[config.mk]
export PLATFORM = sky130hd
export DESIGN_NAME = lcd_hd44780_responder
export DESIGN_NICKNAME = d
export VERILOG_FILES = /design/src/rtl/lcd_hd44780_responder.sv
export SDC_FILE = /design/constraint.sdc
export NUM_CORES = 1
export LEC_CHECK = 0
export CAP_MARGIN = 20
export CORE_ASPECT_RATIO = 1.4
export CORE_MARGIN = 3
export CORE_UTILIZATION = 65
export CTS_CLUSTER_SIZE = 30
export DETAILED_ROUTE_END_ITERATION = 6
export GPL_TIMING_DRIVEN = 0
export PLACE_DENSITY = 0.85
export SETUP_SLACK_MARGIN = 0.1
export SLEW_MARGIN = 25
export SYNTH_ARGS = -nofsm -noshare
export SYNTH_HDL_FRONTEND = slang
export SYNTH_SLANG_ARGS = --single-unit
[constraint.sdc]
create_clock -name clk -period 8.2 [get_ports clk]
set_input_delay 2.05 -clock clk [delete_from_list [all_inputs] [get_ports clk]]
set_output_delay 2.05 -clock clk [all_outputs]
set_load 0.1 [all_outputs]
[src/rtl/lcd_hd44780_responder.sv]
// HD44780-compatible display-side responder for an 8-bit, 2-line LCD bus.
// Samples the asynchronous rs/rw/enable/data bus, decodes write strobes,
// and maintains DDRAM (80 B), CGRAM (64 x 5 bit) and the address counter.
// Ports:
//   clk, reset                 clock, synchronous active-high reset
//   rs, rw, enable, data       LCD bus from the controller (enable is asynchronous)
//   busy                       executing; strobes arriving while busy are dropped
//   cmd_strobe                 1-cycle pulse per accepted write
//   overrun, addr_err          sticky error flags
//   addr_counter, cg_mode      AC and its target RAM
//   entry_inc, display_on, cursor_on, blink_on, func_set   display state
//   dbg_dd_addr/dbg_dd_data    registered DDRAM read port (linear index 0-79)
//   dbg_cg_addr/dbg_cg_data    registered CGRAM read port
module lcd_hd44780_responder #(
   parameter int unsigned BUSY_CYCLES = 4,
   parameter int unsigned SYNC_STAGES = 2
) (
   input  logic       clk,
   input  logic       reset,
   input  logic       rs,
   input  logic       rw,
   input  logic       enable,
   input  logic [7:0] data,
   output logic       busy,
   output logic       cmd_strobe,
   output logic       overrun,
   output logic       addr_err,
   output logic [6:0] addr_counter,
   output logic       cg_mode,
   output logic       entry_inc,
   output logic       display_on,
   output logic       cursor_on,
   output logic       blink_on,
   output logic [2:0] func_set,
   input  logic [6:0] dbg_dd_addr,
   output logic [7:0] dbg_dd_data,
   input  logic [5:0] dbg_cg_addr,
   output logic [4:0] dbg_cg_data
);

   localparam int unsigned DD_SIZE  = 80;
   localparam int unsigned CG_SIZE  = 64;
   localparam int unsigned LINE_LEN = 40;
   localparam int unsigned BUS_W    = 11;
   localparam int unsigned CNT_W    = (BUSY_CYCLES > 1) ? $clog2(BUSY_CYCLES) : 1;
   localparam logic [6:0]  LAST_IDX = 7'(DD_SIZE - 1);
   localparam logic [7:0]  BLANK    = 8'h20;

   typedef enum logic [2:0] {
      ST_INIT,
      ST_IDLE,
      ST_EXEC,
      ST_CLEAR,
      ST_BUSY_WAIT
   } state_t;

   // AC step with HD44780 line wrap in DDRAM, plain modular in CGRAM
   function automatic logic [6:0] ac_step(input logic [6:0] a, input logic cg, input logic up);
      logic [6:0] r;
      if (cg) begin
         r = up ? {1'b0, a[5:0] + 6'd1} : {1'b0, a[5:0] - 6'd1};
      end else if (up) begin
         if (a == 7'h27)      r = 7'h40;
         else if (a == 7'h67) r = 7'h00;
         else                 r = a + 7'd1;
      end else begin
         if (a == 7'h00)      r = 7'h67;
         else if (a == 7'h40) r = 7'h27;
         else                 r = a - 7'd1;
      end
      return r;
   endfunction

   function automatic logic dd_valid(input logic [6:0] a);
      return (a <= 7'h27) || ((a >= 7'h40) && (a <= 7'h67));
   endfunction

   // DDRAM address to linear storage index: line 2 starts at 40
   function automatic logic [6:0] dd_map(input logic [6:0] a);
      return a[6] ? (7'(LINE_LEN) + {1'b0, a[5:0]}) : {1'b0, a[5:0]};
   endfunction

   // Bus synchronizer; rs/rw/data travel with enable so they line up at the edge
   logic [BUS_W-1:0] bus_sync [SYNC_STAGES];
   logic             en_prev;
   logic             en_s, rw_s, rs_s;
   logic [7:0]       data_s;
   logic             wr_strobe_c;

   always_ff @(posedge clk) begin
      if (reset) begin
         for (int i = 0; i < int'(SYNC_STAGES); i++) bus_sync[i] <= '0;
         en_prev <= 1'b0;
      end else begin
         bus_sync[0] <= {enable, rw, rs, data};
         for (int i = 1; i < int'(SYNC_STAGES); i++) bus_sync[i] <= bus_sync[i-1];
         en_prev <= bus_sync[SYNC_STAGES-1][10];
      end
   end

   assign en_s        = bus_sync[SYNC_STAGES-1][10];
   assign rw_s        = bus_sync[SYNC_STAGES-1][9];
   assign rs_s        = bus_sync[SYNC_STAGES-1][8];
   assign data_s      = bus_sync[SYNC_STAGES-1][7:0];
   assign wr_strobe_c = en_prev & ~en_s & ~rw_s;

   state_t           state, state_n;
   logic [6:0]       idx, idx_n;
   logic [CNT_W-1:0] cnt, cnt_n;
   logic [6:0]       ac_n;
   logic             cg_mode_n, entry_inc_n, display_on_n, cursor_on_n, blink_on_n;
   logic [2:0]       func_set_n;
   logic             busy_n, cmd_strobe_n, overrun_n, addr_err_n;
   logic             cmd_rs, cmd_rs_n;
   logic [7:0]       cmd_data, cmd_data_n;

   logic             dd_we_c, cg_we_c;
   logic [6:0]       dd_wa_c;
   logic [7:0]       dd_wd_c;
   logic [5:0]       cg_wa_c;
   logic [4:0]       cg_wd_c;

   // State and registered outputs
   always_ff @(posedge clk) begin
      if (reset) begin
         state        <= ST_INIT;
         idx          <= '0;
         cnt          <= '0;
         addr_counter <= '0;
         cg_mode      <= 1'b0;
         entry_inc    <= 1'b1;
         display_on   <= 1'b0;
         cursor_on    <= 1'b0;
         blink_on     <= 1'b0;
         func_set     <= 3'b000;
         busy         <= 1'b0;
         cmd_strobe   <= 1'b0;
         overrun      <= 1'b0;
         addr_err     <= 1'b0;
         cmd_rs       <= 1'b0;
         cmd_data     <= '0;
      end else begin
         state        <= state_n;
         idx          <= idx_n;
         cnt          <= cnt_n;
         addr_counter <= ac_n;
         cg_mode      <= cg_mode_n;
         entry_inc    <= entry_inc_n;
         display_on   <= display_on_n;
         cursor_on    <= cursor_on_n;
         blink_on     <= blink_on_n;
         func_set     <= func_set_n;
         busy         <= busy_n;
         cmd_strobe   <= cmd_strobe_n;
         overrun      <= overrun_n;
         addr_err     <= addr_err_n;
         cmd_rs       <= cmd_rs_n;
         cmd_data     <= cmd_data_n;
      end
   end

   // Next-state, command decode and RAM write control
   always_comb begin
      state_n      = state;
      idx_n        = idx;
      cnt_n        = cnt;
      ac_n         = addr_counter;
      cg_mode_n    = cg_mode;
      entry_inc_n  = entry_inc;
      display_on_n = display_on;
      cursor_on_n  = cursor_on;
      blink_on_n   = blink_on;
      func_set_n   = func_set;
      cmd_strobe_n = 1'b0;
      overrun_n    = overrun;
      addr_err_n   = addr_err;
      cmd_rs_n     = cmd_rs;
      cmd_data_n   = cmd_data;
      dd_we_c      = 1'b0;
      dd_wa_c      = idx;
      dd_wd_c      = BLANK;
      cg_we_c      = 1'b0;
      cg_wa_c      = addr_counter[5:0];
      cg_wd_c      = cmd_data[4:0];

      if (wr_strobe_c && (state != ST_IDLE)) overrun_n = 1'b1;

      case (state)
         ST_INIT: begin
            idx_n   = '0;
            state_n = ST_CLEAR;
         end
         ST_IDLE: begin
            if (wr_strobe_c) begin
               state_n      = ST_EXEC;
               cmd_rs_n     = rs_s;
               cmd_data_n   = data_s;
               cmd_strobe_n = 1'b1;
            end
         end
         ST_EXEC: begin
            state_n = ST_BUSY_WAIT;
            cnt_n   = '0;
            if (cmd_rs) begin
               if (cg_mode) begin
                  cg_we_c = 1'b1;
               end else begin
                  dd_we_c = 1'b1;
                  dd_wa_c = dd_map(addr_counter);
                  dd_wd_c = cmd_data;
               end
               ac_n = ac_step(addr_counter, cg_mode, entry_inc);
            end else begin
               casez (cmd_data)
                  8'b1???_????: begin
                     if (dd_valid(cmd_data[6:0])) begin
                        ac_n      = cmd_data[6:0];
                        cg_mode_n = 1'b0;
                     end else begin
                        addr_err_n = 1'b1;
                     end
                  end
                  8'b01??_????: begin
                     ac_n      = {1'b0, cmd_data[5:0]};
                     cg_mode_n = 1'b1;
                  end
                  8'b001?_????: func_set_n = cmd_data[4:2];
                  8'b0001_????: begin
                     if (!cmd_data[3]) ac_n = ac_step(addr_counter, cg_mode, cmd_data[2]);
                  end
                  8'b0000_1???: {display_on_n, cursor_on_n, blink_on_n} = cmd_data[2:0];
                  8'b0000_01??: entry_inc_n = cmd_data[1];
                  8'b0000_001?: begin
                     ac_n      = '0;
                     cg_mode_n = 1'b0;
                  end
                  8'b0000_0001: begin
                     ac_n        = '0;
                     cg_mode_n   = 1'b0;
                     entry_inc_n = 1'b1;
                     idx_n       = '0;
                     state_n     = ST_CLEAR;
                  end
                  default: ;
               endcase
            end
         end
         ST_CLEAR: begin
            dd_we_c = 1'b1;
            if (idx == LAST_IDX) begin
               state_n = ST_BUSY_WAIT;
               cnt_n   = '0;
            end else begin
               idx_n = idx + 7'd1;
            end
         end
         ST_BUSY_WAIT: begin
            if (cnt == CNT_W'(BUSY_CYCLES - 1)) state_n = ST_IDLE;
            else                                cnt_n   = cnt + CNT_W'(1);
         end
         default: state_n = ST_INIT;
      endcase

      busy_n = (state_n != ST_IDLE);
   end

   logic [7:0] ddram [DD_SIZE];
   logic [4:0] cgram [CG_SIZE];

   // RAM write ports (contents are not reset; DDRAM is blanked by the clear sequence)
   always_ff @(posedge clk) begin
      if (dd_we_c && !reset) ddram[dd_wa_c] <= dd_wd_c;
      if (cg_we_c && !reset) cgram[cg_wa_c] <= cg_wd_c;
   end

   // Debug read ports; a same-cycle write is seen on the following read
   always_ff @(posedge clk) begin
      if (reset) begin
         dbg_dd_data <= '0;
         dbg_cg_data <= '0;
      end else begin
         dbg_dd_data <= (dbg_dd_addr <= LAST_IDX) ? ddram[dbg_dd_addr] : BLANK;
         dbg_cg_data <= cgram[dbg_cg_addr];
      end
   end

endmodule
[After elaboration in Yosys (flattened, before gate mapping)]
Memory sizes are Yosys's and may differ from the RTL's. A register that Yosys moved wholly into a read port is not among the register bits.
Cells that the tools add are included.
Word-level totals
  flip-flop bits (word level): 49
  memory bits (writable): 982
  output and inout port bits: 32
  word-level logic and storage cells: 148
  memories: 3
Memories
  ddram: words 80, width 8, rd ports 1, clocked after memory_dff 0, wr ports 1, RTL line 267  | logic [7:0] ddram [DD_SIZE];
  cgram: words 64, width 5, rd ports 1, clocked after memory_dff 1, wr ports 1, RTL line 268  | logic [4:0] cgram [CG_SIZE];
  bus_sync: words 2, width 11, rd ports 2, clocked after memory_dff 0, wr ports 2, RTL line 84  | logic [BUS_W-1:0] bus_sync [SYNC_STAGES];
Cells by class
  add/sub/neg operators: 7
  $lt $le $gt $ge: 4
  equality and inequality tests: 26
  muxes and demuxes: 54
  bitwise gates (word level): 10
  reduce and logical (&&, ||, !) cells: 25
Operators with widths (number)
  7-bit two-way mux: 18
  7-bit case mux with 4 select lines: 1
  8-bit two-way mux: 3
  11-bit two-way mux: 2
  7-bit == test (second input constant): 3
  7-bit case mux with 3 select lines: 1
  6-bit two-way mux: 3
  4-bit AND reduction: 4
  3-bit two-way mux: 5
  3-bit case mux with 5 select lines: 1
  7-bit by 1-bit adder with 7-bit output (second input constant): 2
  7-bit less-or-equal comparator (second input constant): 2
  1-bit two-way mux: 14
  3-bit AND reduction: 4
  3-bit nonzero test: 3
  8-bit by 1-bit == test with 1-bit output (second input constant): 1
  2-bit != test (second input constant): 4
  6-bit by 6-bit adder with 7-bit output (first input constant): 1
  7-bit by 1-bit == test with 1-bit output (second input constant): 1
  7-bit by 6-bit == test with 1-bit output (second input constant): 1
  7-bit greater-or-equal comparator (second input constant): 1
  7-bit by 6-bit less-or-equal comparator with 1-bit output (second input constant): 1
  7-bit zero test: 1
  7-bit by 1-bit subtractor with 7-bit output (second input constant): 1
  other kinds (30): 48

[Logic depth before layout (Yosys ltp)]
  depth after elaboration: 8
  gate-level depth with buffers: 9

[Least setup slack after synthesis]
No wires, ideal clock.
  path kind: input to register
  start: input port reset
  end: memory ddram[18][0], enable pin
  library setup time: 370 ps
  data arrival time: 3516 ps
  data required time: 7830 ps
  setup slack: 4313 ps
  stages: 6
  path buffers: 2
  cells stage by stage: clkbuf_1 > nor4_2 > nand2_1 > or2_2 > buf_2 > nor2_1
On the way
  word-level cells in the longest chain between the ends: 4
RTL lines
  from (decl): RTL line 19  | input logic reset,
  1-bit zero test: RTL line 272  | if (dd_we_c && !reset) ddram[dd_wa_c] <= dd_wd_c;
  1-bit logical AND: RTL line 272
  1-bit two-way mux: RTL line 272
  1-bit two-way mux (implied by the code): RTL line 272
  to (decl): RTL line 267
Every way passes these cells.

[Worst setup path after layout]
  start: input port reset
  end: memory ddram[17][4], enable pin
The elaborated chain is that of the path after synthesis.

==> results by group <==
Yosys
  – Seq cells post-synth: between 1000 and 1500
  – Post-Syn Nets: 2192
  – Post-synthesis compound-gate area fraction: 0.03003
  – Combinational family with the most area after synthesis: multiplexers
  – Yosys warns: 0
  – Synth Area in Adders: 0.002130
  – Mux contribution to synthesized area: 0.1547
  – Synth Area in Simple Gates: 0.05343
  – Distinct cells, synth: 76
  – Area of the mapped netlist: 41120 um^2
  – Ys flop type: edfxtp_1
  – Ys async rst share: 0
  – Cells after synthesis: 2159
  – Post-Syn Area per Cell: 19.05 um^2
  – EDFF count, synth: between 900 and 1000
  – Post-synthesis sequential area ratio: 0.7380
  – Synth Area in XOR/XNOR: 0.003408

Worst setup path
  – Crit end category: flip-flop
  – Reg2reg start: addr_counter[4]
  – Req. time, crit path: around 8.5 ns
  – Worst-path maximum fanout: 9
  – Max incr delay on CP: 0.90 ns
  – CP most frequent cell: clkbuf_1
  – Crit path from: reset
  – Crit path launch type: input pin
  – Slowest cell on the critical path: nor2_1
  – CP cell instances: clkbuf_1, nor4_2, nor2b_1, nand2b_1, clkbuf_1, nor2_1
  – Critical Path AT: roughly 5.1 ns
  – Crit Path Category: input pin to flip-flop

Run status
  – Failing checks: design-rule violations
  – Outcome: complete, but fails checks

Pwr
  – Peak supply drop: between 0.2 and 0.25 mV
  – PD cells: 232.6 nW/um^2
  – Leak: ~15 nW

Floorplan
  – Die width: approximately 220 um
  – FP Rows: 108
  – I/O pin count: 58
  – Die area: 66360 um^2
  – Initial Utilization: 0.6601
  – Die Y-Extent: between 300 and 400 um
  – Core region area: 62290 um^2

Clock network
  – Post-cts resize count: 0
  – Post CTS Setup Buffer Count: 0
  – Worst-path clk slew: 0.06 ns
  – # hold bufs at CTS: 0
  – Sink Count: 1036
  – Root buf cell: clkbuf_16
  – Clk_lat worst skew: 0.68 ns
  – H-tree Lvls: 3
  – Buffer depth of the longest clock path: 3
  – CTS buffer count: 89
  – CTS tree: yes

Timing
  – Shortest period the worst path allows: 4.881 ns
  – Pins Over Slew Limit: 0
  – RSZ-0062 raised after global routing: no
  – Worst slew margin: 0.2355
  – TNS Setup: 0 ns
  – Final setup fails: 0
  – Final worst slack: around 3.3 ns
  – Crit share post-route: 0.5952
  – Setup Skew: about 0.055 ns
  – Fmax achieved: 204.9 MHz
  – Hold Violations, Final: 0
  – Worst-margin pin slew: 1.147 ns

Global route
  – Total GRT Usage: 0.3280
  – Grt ovf: 0
  – First-pass GRT wire length: 156900 um
  – Vias in the first global route: 23398
  – Largest net degree at the start of global routing: 75
  – Initial antenna violation count: 0

Route
  – Total Wirelength: 106300 um
  – DRT iter0 DRCs: between 3000 and 4000
  – Drt wl/cell: around 33 um
  – Routed Antenna Nets: 0
  – Routed vias/inst: between 7 and 8
  – # DRC: 1
  – Via Count: 22736
  – First-pass detailed-route iteration total: 7

Finish
  – Share of cells above drive strength 1: 0.2107
  – Area growth syn-to-layout: 12.04%
  – Final core occ: 0.7396
  – Inserted Diodes: 0
  – Nets: 2347

Placed design
  – Buffers on Ports: 52
  – DPL Wire Length: between 60000 and 70000 um
  – Dpl ws: around 3.0 ns
  – RD Place Congestion: 0.9520

Hold path
  – Min-Delay Path Class: flip-flop to flip-flop
  – Min-Delay Startpoint: bus_sync[0][8]

Job
  – Total of max-cap violations: 0
stage by stage:
step	power [mW]	instances	hold slack [ns]	cell area [um^2]
floorplan	6.232	2159	0.4138	41120
global placement	6.395	3036	0.4279	42680
detailed placement	6.410	3048	0.4243	43010
CTS	10.71	3212	0.4418	46070
global route	10.94	3212	0.4617	46070
finish	10.72	3212	0.4381	46070
cell usage in the layout (no fill, tap or decap), types with 12 or more instances in the layout:
cell type,n
clkinv_1,17
o211ai_1,13
clkbuf_1,50
clkdlybuf4s50_1,52
o22ai_1,22
o21ai_0,27
nor2b_1,37
nor3_1,12
dfxtp_1,71
nor2_1,219
inv_1,14
a21oi_1,31
mux2i_1,65
clkinv_2,13
nand2b_1,15
a31oi_1,19
nand3_1,30
buf_2,41
a22oi_1,20
nand2_1,72
edfxtp_1,960
clkbuf_16,95
mux4_2,244
buf_4,17
worst paths after layout:
path / to / slack [ns] / cells after the start
setup / recovery: ddram[17][4] / 3.32 / 6
hold reg to reg: bus_sync[0][19] / 0.44 / 1
hold / removal: bus_sync[0][19] / 0.44 / 1
setup reg to reg: ddram[33][2] / 4.54 / 8
sequential cells by signal (all words and copies together), names as in the netlist, 3 cells and up:
register      cells
idx               7
bus_sync         22
dbg_dd_data       8
state             3
func_set          3
cmd_data          8
cgram           320
addr_counter      7
ddram           640
dbg_cg_data       5
synthesized netlist by cell type, types with 9 or more instances:
cell type | instances | area, um^2
edfxtp_1 | 960 | 28830
mux4_2 | 244 | 5495
nor2_1 | 219 | 822.0
dfxtp_1 | 76 | 1521
nand2_1 | 72 | 270.3
mux2i_1 | 65 | 650.6
buf_2 | 41 | 205.2
clkbuf_1 | 40 | 150.1
nor2b_1 | 37 | 231.5
a21oi_1 | 31 | 155.2
nand3_1 | 30 | 150.1
o21ai_0 | 27 | 135.1
o22ai_1 | 22 | 137.6
a22oi_1 | 20 | 150.1
a31oi_1 | 19 | 118.9
buf_4 | 17 | 127.6
nand2b_1 | 16 | 100.1
inv_1 | 14 | 52.55
o211ai_1 | 13 | 97.59
and3_1 | 12 | 75.07
nor3_1 | 12 | 60.06
buf_6 | 10 | 112.6
or4_1 | 9 | 67.56
kinds of logic (layout without fill, tap and decap cells):
group / after synthesis / after routing
XOR/XNOR: 16 / 16
flip-flops: 1036 / 1036
multiplexers: 319 / 319
AO/OA/AOI/OAI: 184 / 184
buffers and inverters: 136 / 364
adder cells (fa/ha/maj): 7 / 7
AND/OR/NAND/NOR: 461 / 461
critical path, delay by kind of cell:
family                 cells  cell delay, ns
buffers and inverters      2            0.93
AND/OR/NAND/NOR            4            2.13
area by class of cell:
| class | instances | area (um^2) |
|---|---|---|
| Buffer | 119 | 688.2 |
| Clock buffer | 108 | 2446 |
| Clock inverter | 56 | 621.8 |
| Fill cell | 3257 | 16220 |
| Inverter | 17 | 63.81 |
| Multi-Input combinational cell | 987 | 10070 |
| Sequential cell | 1036 | 30360 |
| Tap cell | 825 | 1032 |
| Timing Repair Buffer | 64 | 798.3 |
routing by layer:
metal,part of all wire,global-route usage
met5,0,0
met4,0.084,0.2152
met3,0.092,0.06817
met2,0.51,0.5481
met1,0.32,0.3862
where the power goes:
part / switching, mW / total (mW) / internal, mW
Combinational: 0.374 / 0.589 / 0.215
Clock: 1.93 / 4.40 / 2.47
Sequential: 0.0204 / 5.73 / 5.71
Total: 2.33 / 10.7 / 8.39
No activity file was read; power rests on OpenSTA's default activity.
